### config.mk
export PLATFORM = sky130hd
export DESIGN_NAME = spi_tx_arbiter
export DESIGN_NICKNAME = d
export VERILOG_FILES = /design/src/rtl/spi_tx_arbiter.sv
export SDC_FILE = /design/constraint.sdc
export NUM_CORES = 1
export LEC_CHECK = 0
export BUFFER_PORTS_ARGS = -buffer_cell sky130_fd_sc_hd__buf_2
export CAP_MARGIN = 20
export CORE_MARGIN = 2
export CORE_UTILIZATION = 56
export CTS_BUF_LIST = sky130_fd_sc_hd__clkbuf_8
export DETAILED_ROUTE_END_ITERATION = 10
export HOLD_SLACK_MARGIN = 0.08
export PLACE_DENSITY_LB_ADDON = 0.25
export SLEW_MARGIN = 20
export SYNTH_ARGS = -nofsm -noshare
export SYNTH_HDL_FRONTEND = slang
export SYNTH_SLANG_ARGS = --single-unit
### constraint.sdc
create_clock -name clk -period 5.8 [get_ports clk]
set_input_delay 0.58 -clock clk [delete_from_list [all_inputs] [get_ports clk]]
set_output_delay 0.58 -clock clk [all_outputs]
set_load 0.01 [all_outputs]
### src/rtl/spi_tx_arbiter.sv
// spi_tx_arbiter
// Round-robin arbiter that feeds 16-bit words from four requesting channels
// into a single SPI shift engine, one transfer at a time.
//
// Ports:
//   clk          system clock, shared with the SPI shift engine
//   rst          asynchronous, active-high reset
//   req_valid    per-channel request level
//   req_data     channel i word at [16i+15:16i]
//   req_ack      one-cycle pulse: channel i word captured
//   done         one-cycle pulse: channel i transfer finished
//   spi_start    start request to the shift engine
//   spi_data     word to the shift engine, stable for the whole transfer
//   spi_ready    shift engine idle (1) / busy (0)
//   busy         arbiter owns a transfer (REQ, XFER or GAP)
//   err_timeout  one-cycle pulse: engine never went busy after spi_start
//
// Parameters:
//   TIMEOUT_CYCLES  maximum REQ-state cycles waiting for spi_ready low
//   GAP_CYCLES      idle cycles enforced between transfers
module spi_tx_arbiter #(
    parameter logic [7:0] TIMEOUT_CYCLES = 8'd32,
    parameter logic [3:0] GAP_CYCLES     = 4'd2
) (
    input  logic        clk,
    input  logic        rst,
    input  logic [3:0]  req_valid,
    input  logic [63:0] req_data,
    output logic [3:0]  req_ack,
    output logic [3:0]  done,
    output logic        spi_start,
    output logic [15:0] spi_data,
    input  logic        spi_ready,
    output logic        busy,
    output logic        err_timeout
);

    typedef enum logic [1:0] {
        IDLE,
        REQ,
        XFER,
        GAP
    } state_t;

    state_t      state, state_n;
    logic [1:0]  last_grant, last_grant_n;
    logic [1:0]  cur_grant, cur_grant_n;
    logic [7:0]  tmo_cnt, tmo_cnt_n;
    logic [3:0]  gap_cnt, gap_cnt_n;
    logic [3:0]  req_ack_n;
    logic [3:0]  done_n;
    logic        spi_start_n;
    logic [15:0] spi_data_n;
    logic        busy_n;
    logic        err_timeout_n;

    logic        rr_found;
    logic [1:0]  rr_pick;
    logic [1:0]  rr_idx;

    // Round-robin search starting one past the last served channel; the
    // fourth step wraps back to last_grant itself so a lone requester that
    // was just served can still be granted again.
    always_comb begin
        rr_found = 1'b0;
        rr_pick  = last_grant;
        rr_idx   = last_grant;
        for (int i = 1; i <= 4; i++) begin
            rr_idx = last_grant + i[1:0];
            if (!rr_found && req_valid[rr_idx]) begin
                rr_found = 1'b1;
                rr_pick  = rr_idx;
            end
        end
    end

    // Next-state and next-output logic. Every output is registered, so this
    // block computes the value each output register takes on the next edge.
    always_comb begin
        state_n       = state;
        last_grant_n  = last_grant;
        cur_grant_n   = cur_grant;
        tmo_cnt_n     = tmo_cnt;
        gap_cnt_n     = gap_cnt;
        req_ack_n     = 4'b0000;
        done_n        = 4'b0000;
        spi_start_n   = spi_start;
        spi_data_n    = spi_data;
        busy_n        = busy;
        err_timeout_n = 1'b0;

        case (state)
            IDLE: begin
                if (rr_found && spi_ready) begin
                    cur_grant_n        = rr_pick;
                    spi_data_n         = req_data[{rr_pick, 4'b0000} +: 16];
                    req_ack_n[rr_pick] = 1'b1;
                    spi_start_n        = 1'b1;
                    busy_n             = 1'b1;
                    tmo_cnt_n          = 8'd0;
                    state_n            = REQ;
                end
            end

            REQ: begin
                if (!spi_ready) begin
                    spi_start_n = 1'b0;
                    state_n     = XFER;
                end else if (tmo_cnt == TIMEOUT_CYCLES - 8'd1) begin
                    // Timed-out channel still counts as served, so a dead
                    // channel cannot block the others.
                    spi_start_n   = 1'b0;
                    err_timeout_n = 1'b1;
                    last_grant_n  = cur_grant;
                    gap_cnt_n     = 4'd0;
                    if (GAP_CYCLES == 4'd0) begin
                        state_n = IDLE;
                        busy_n  = 1'b0;
                    end else begin
                        state_n = GAP;
                    end
                end else begin
                    tmo_cnt_n = tmo_cnt + 8'd1;
                end
            end

            XFER: begin
                if (spi_ready) begin
                    done_n[cur_grant] = 1'b1;
                    last_grant_n      = cur_grant;
                    gap_cnt_n         = 4'd0;
                    if (GAP_CYCLES == 4'd0) begin
                        state_n = IDLE;
                        busy_n  = 1'b0;
                    end else begin
                        state_n = GAP;
                    end
                end
            end

            GAP: begin
                if (gap_cnt == GAP_CYCLES - 4'd1) begin
                    state_n = IDLE;
                    busy_n  = 1'b0;
                end else begin
                    gap_cnt_n = gap_cnt + 4'd1;
                end
            end

            default: begin
                state_n = IDLE;
                busy_n  = 1'b0;
            end
        endcase
    end

    // State and output registers. last_grant resets to 3 so channel 0 is
    // the first to be considered after reset.
    always_ff @(posedge clk or posedge rst) begin
        if (rst) begin
            state       <= IDLE;
            last_grant  <= 2'd3;
            cur_grant   <= 2'd0;
            tmo_cnt     <= 8'd0;
            gap_cnt     <= 4'd0;
            req_ack     <= 4'b0000;
            done        <= 4'b0000;
            spi_start   <= 1'b0;
            spi_data    <= 16'h0000;
            busy        <= 1'b0;
            err_timeout <= 1'b0;
        end else begin
            state       <= state_n;
            last_grant  <= last_grant_n;
            cur_grant   <= cur_grant_n;
            tmo_cnt     <= tmo_cnt_n;
            gap_cnt     <= gap_cnt_n;
            req_ack     <= req_ack_n;
            done        <= done_n;
            spi_start   <= spi_start_n;
            spi_data    <= spi_data_n;
            busy        <= busy_n;
            err_timeout <= err_timeout_n;
        end
    end

endmodule

## Word-level counts from Yosys, hierarchy flattened

Cells that the tools add are included.

- Add/sub/neg operators: 5
- Shift-type cells: 1
- Multiplexer cells: 52
- $lt $le $gt $ge: 8
- Reductions and logical operators: 21
- Equal/unequal tests: 13

Operators by type and width:

| cell | number |
|---|---|
| 64-bit by 7-bit variable part select with 16-bit output | 1 |
| 4-bit two-way mux | 8 |
| 2-bit two-way mux | 12 |
| 8-bit two-way mux | 3 |
| 2-bit by 3-bit less-than comparator with 1-bit output (second input constant) | 6 |
| 1-bit two-way mux | 17 |
| 8-bit one-hot mux with 2 select lines | 1 |
| 2-bit inequality test (second input constant) | 7 |
| 4-bit one-hot mux with 3 select lines | 1 |
| 4-bit AND reduction | 3 |
| 8-bit by 1-bit adder with 8-bit output (second input constant) | 1 |
| 1-bit binary-select mux with 2-bit select | 4 |
| 8-bit by 5-bit equality test with 1-bit output (second input constant) | 1 |
| 2-bit one-hot mux with 4 select lines | 1 |
| 1-bit logical AND | 6 |
| 3-bit AND reduction | 2 |
| 2-bit nonzero test | 3 |
| 5-bit AND reduction | 1 |
| 2-bit adder (second input constant) | 2 |
| 4-bit by 1-bit adder with 4-bit output (second input constant) | 1 |
| 1-bit demux with 2-bit select | 2 |
| 2-bit equality test (second input constant) | 2 |
| 4-bit by 1-bit equality test with 1-bit output (second input constant) | 1 |
| 2-bit by 1-bit >= comparator with 1-bit output (second input constant) | 2 |
| 9 further kinds | 12 |

- Bits in registers: 45
- Output and inout bits: 27
- Word-level logic and storage cells: 111
- Input port bits: 71

## Depth between registers and ports, before layout

- Depth in word-level cells: 19
- Gate-level depth with buffers: 8
- Depth with buffers taken out: 7

## Worst setup path after synthesis

No wires, ideal clock.

- Kind: input to register
- Start: input port req_valid[1]
- End: register spi_data[0]
- Path buffers: 2
- Setup time: 0.141 ns
- Stages: 7
- Data required time: 5.659 ns
- Path slack: 3.798 ns
- Data arrival time: 1.861 ns
- Cells stage by stage: nor2b_2 o21ba_1 a221o_1 buf_2 buf_4 a211oi_2 o41ai_2

- Cells in the longest elaborated chain, start to end: 14
- Elaborated cells between the ends (all ways): 25
- Classes of those cells: shift: 1; mux: 16; reduce/logical: 8

RTL lines:

| item | line | source |
|---|---|---|
| start, declared | 27 | `input logic [3:0] req_valid,` |
| parallel branches: the longest is 14 deep, another holds 1-bit binary-select mux with 2-bit select | -- |  |
| end signal, assigned | 181 | `spi_data <= spi_data_n;` |
| end, declared | 32 | `output logic [15:0] spi_data,` |

Several ways; the timed one is not identified. The select of a mux whose other input is x is not followed.
A chain may end at the register's enable or synchronous reset.

## Worst setup path in the final report

- Start: register last_grant[0]
- End: register spi_data[5]

- Cells in the longest elaborated chain, start to end: 15
- Elaborated cells between the ends (all ways): 28
- Classes of those cells: add/sub: 3; shift: 1; mux: 16; reduce/logical: 8

RTL lines:

| item | line | source |
|---|---|---|
| start, declared | 46 | `logic [1:0] last_grant, last_grant_n;` |
| start signal, assigned | 174 | `last_grant <= last_grant_n;` |
| parallel branches: the longest is 15 deep, another holds 2-bit by 1-bit adder with 2-bit output | -- |  |

Several ways; the timed one is not identified. The select of a mux whose other input is x is not followed.

==> impl_metrics.csv <==
group,metric,value,unit
cts,clockBufferDepth,2,
die,die_h,74.6,µm
synthesis,synth_top_area_cell,"dfrtp_1",
finish,nets,457,
setup_path,crit_buf_inv,0,
sta,setup_viol,0,
drt,vias_per_cell,5.68,
global_route,use_met1,0.344,
die,core-area,4750,µm²
synthesis,ys_types,51,
finish,n_antenna_cell,0,
run_status,status,"finished clean",
synthesis,synthArstFlopShare,1.00,
global_route,grt_max_degree,46,
sta,finalCritPeriodShare,0.457,
cts,cts_tree,"yes",
synthesis,synth_area,2790,µm²
placed_design,port-buffer-count,97,
cts,cts_sinks,45,
global_route,grtUsageTotal,0.254,
placed_design,place_hpwl,4.80,mm
global_route,antenna_found_initial,0,
setup_path,crit_chain,"nor2b_2, nor3_4, or2_1, a211oi_1, o41ai_1",
power_and_ir_drop,p_per_area,447,nW/µm²
cts,htree_levels,2,
sta,hold_viol,0,
sta,worstMarginPinSlew,0.966,ns
finish,layout-drive-gt1-share,0.356,
die,io_pins,98,
global_route,grt_busiest_layer,"met2",
synthesis,synth_nets,369,
power_and_ir_drop,leakagePower,1.62,nW
global_route,use_met3,0.0542,
finish,area_growth,22.3,%
setup_path,worstPathMaxFanout,18,
hold_path,min_path_type,"reg -> reg",
drt,dr.pass1.iters,4,
setup_path,end_kind,"flop",
drt,wl_per_cell,15.1,µm
global_route,grt_pass1_vias,2413,
synthesis,synth_edf_count,0,
drt,num_vias,2533,
cts,cts_buffers,5,
synthesis,synth_top_area_share,0.386,
drt,drtIter0Drc,147,
setup_path,cpPeakStageDelay,0.73,ns
sta,period_minus_slack,2.65,ns
cts,cts.clk_slew.worst_paths,0.09,ns
setup_path,crit_arrival,2.83,ns
synthesis,avgSynthCellArea,9.62,µm²
die,dieArea,5560,µm²
placed_design,dp.cells,438,
sta,finalSetupTns,0,ns
placed_design,gp_congestion,0.892,
die,start_util,0.587,
power_and_ir_drop,vdd_drop_max,0.227,mV
cts,cts_setup_buffers,0,
power_and_ir_drop,finalPower,0.00152,W
placed_design,dpl_cell_area,3280,µm²
synthesis,synth_common_cells,"43 x dfrtp_1, 34 x nand2_1, 33 x nor2_1",
finish,fill_cells,398,
finish,final_cells,446,
setup_path,cp_top_family,"simple AND/OR/NAND/NOR gates",
synthesis,ys_seq_elements,45,
synthesis,yosys_most_used_dff,"dfrtp_1",
finish,fin_area,3410,µm²
global_route,overflow,0,
die,die_w,74.6,µm
synthesis,yosys_warnings,0,
setup_path,cp.required,5.98,ns
drt,wirelength,6.73,mm
sta,skew,0.00894,ns
finish,fin_util,0.718,
run,maxCapViolations,0,
global_route,met2_usage,0.401,
drt,drc,0,
cts,cts_resized,0,
cts,clock_latency,0.30,ns
synthesis,synthTopCellsByArea,"dfrtp_1 39%, a211oi_1 6.5%, o41ai_2 4.7%",
setup_path,critPathKind,"reg -> reg",
synthesis,post-synth-top-count-cell,"dfrtp_1",
sta,rsz0062_at_grt,"no",
setup_path,slowest_stage,"or2_1",
synthesis,synthCells,290,
setup_path,start_kind,"flop",
cts,cts_hold_buf,0,
cts,clockRootBuffer,"clkbuf_8",
sta,max_clock_freq,378,MHz
die,rows,25,
sta,report.final.slew_viol_count,0,
global_route,grt_pass1_wl,10.9,mm
sta,slew_headroom,0.355,
synthesis,ys_seq_area_frac,0.404,
drt,ant_nets,0,
==> power by group <==
part | internal (W) | switching (W)
Sequential | 0.000418 | 0.0000828
Combinational | 0.000300 | 0.000442
Clock | 0.000171 | 0.000110
==> final cells by class <==
cell class	count	area [µm²]	area share
multi-input cells	220	1540	0.452
flip-flops and latches	45	1130	0.331
repair buffers	98	493	0.144
well taps	67	83.8	0.0246
clock buffers	5	68.8	0.0202
clock inverters	3	65.1	0.0191
inverters	8	30.0	0.00880
==> metrics by stage <==
stage                     setup slack (ns)  hold slack (ns)
after floorplan                       3.80            0.440
after global placement                3.07            0.452
after detailed placement              2.95            0.457
after CTS                             3.18            0.479
after global routing                  2.99            0.499
final                                 3.15            0.476
==> worst paths after layout <==
path / startpoint / end / slack (ns) / cells after the start
setup / recovery: last_grant[0]$_DFFE_PP1P_ / spi_data[5]$_DFFE_PP0P_ / 3.15 / 5
setup reg to reg: last_grant[0]$_DFFE_PP1P_ / spi_data[5]$_DFFE_PP0P_ / 3.15 / 5
max in group asynchronous: rst / state[0]$_DFFE_PP0P_ / 4.71 / 2
min in group asynchronous: rst / spi_data[12]$_DFFE_PP0P_ / 0.49 / 2
hold reg to reg: spi_data[8]$_DFFE_PP0P_ / spi_data[8]$_DFFE_PP0P_ / 0.48 / 2
hold / removal: spi_data[8]$_DFFE_PP0P_ / spi_data[8]$_DFFE_PP0P_ / 0.48 / 2
==> flip-flops by register name, indices dropped and copies added, names as in the netlist <==
name / flops
busy: 1
cur_grant: 2
done: 4
err_timeout: 1
gap_cnt: 4
last_grant: 2
req_ack: 4
spi_data: 16
spi_start: 1
state: 2
tmo_cnt: 8
==> metal layers <==
| metal | vias up | part of all wire |
|---|---|---|
| li1 | 1256 | - |
| met1 | 1161 | 0.43 |
| met2 | 100 | 0.47 |
| met3 | 16 | 0.072 |
| met4 | 0 | 0.026 |
| met5 | - | 0 |
==> layout by cell type, fill, tap and decap left out, drive strengths merged, types with 2 or more instances in the layout <==
master  netlist  routed
dfstp         2       2
inv           8       8
nand4         2       2
xor2          6       6
nand2        34      34
a21oi         2       2
a22o          2       2
o41ai        18      18
and2          2       2
nand2b        4       4
nor3         10      10
ha            8       8
o21a         17      17
nand3        11      11
mux2          3       3
nor2         34      34
buf          12      98
clkbuf        5       5
bufinv        0       2
o21ai         8       8
and3          2       2
dfrtp        43      43
a211oi       32      32
nor2b         5       5
==> worst reg2reg max path: cells and delay by family (launching register included) <==
kind	cells	cell delay [ns]
flops	1	0.63
compound gates	2	0.54
simple gates	3	1.36
==> cell families (layout without fill, tap and decap cells) <==
kind of cell | Yosys count | count (layout) | share of synthesized area
compound gates | 92 | 92 | 0.294
xor+xnor | 6 | 6 | 0.0188
fa+ha+maj | 8 | 8 | 0.0359
buf+inv | 25 | 114 | 0.0444
flops | 45 | 45 | 0.404
mux | 4 | 4 | 0.0157
simple gates | 110 | 110 | 0.187
Power figures use the tool's default switching activity.
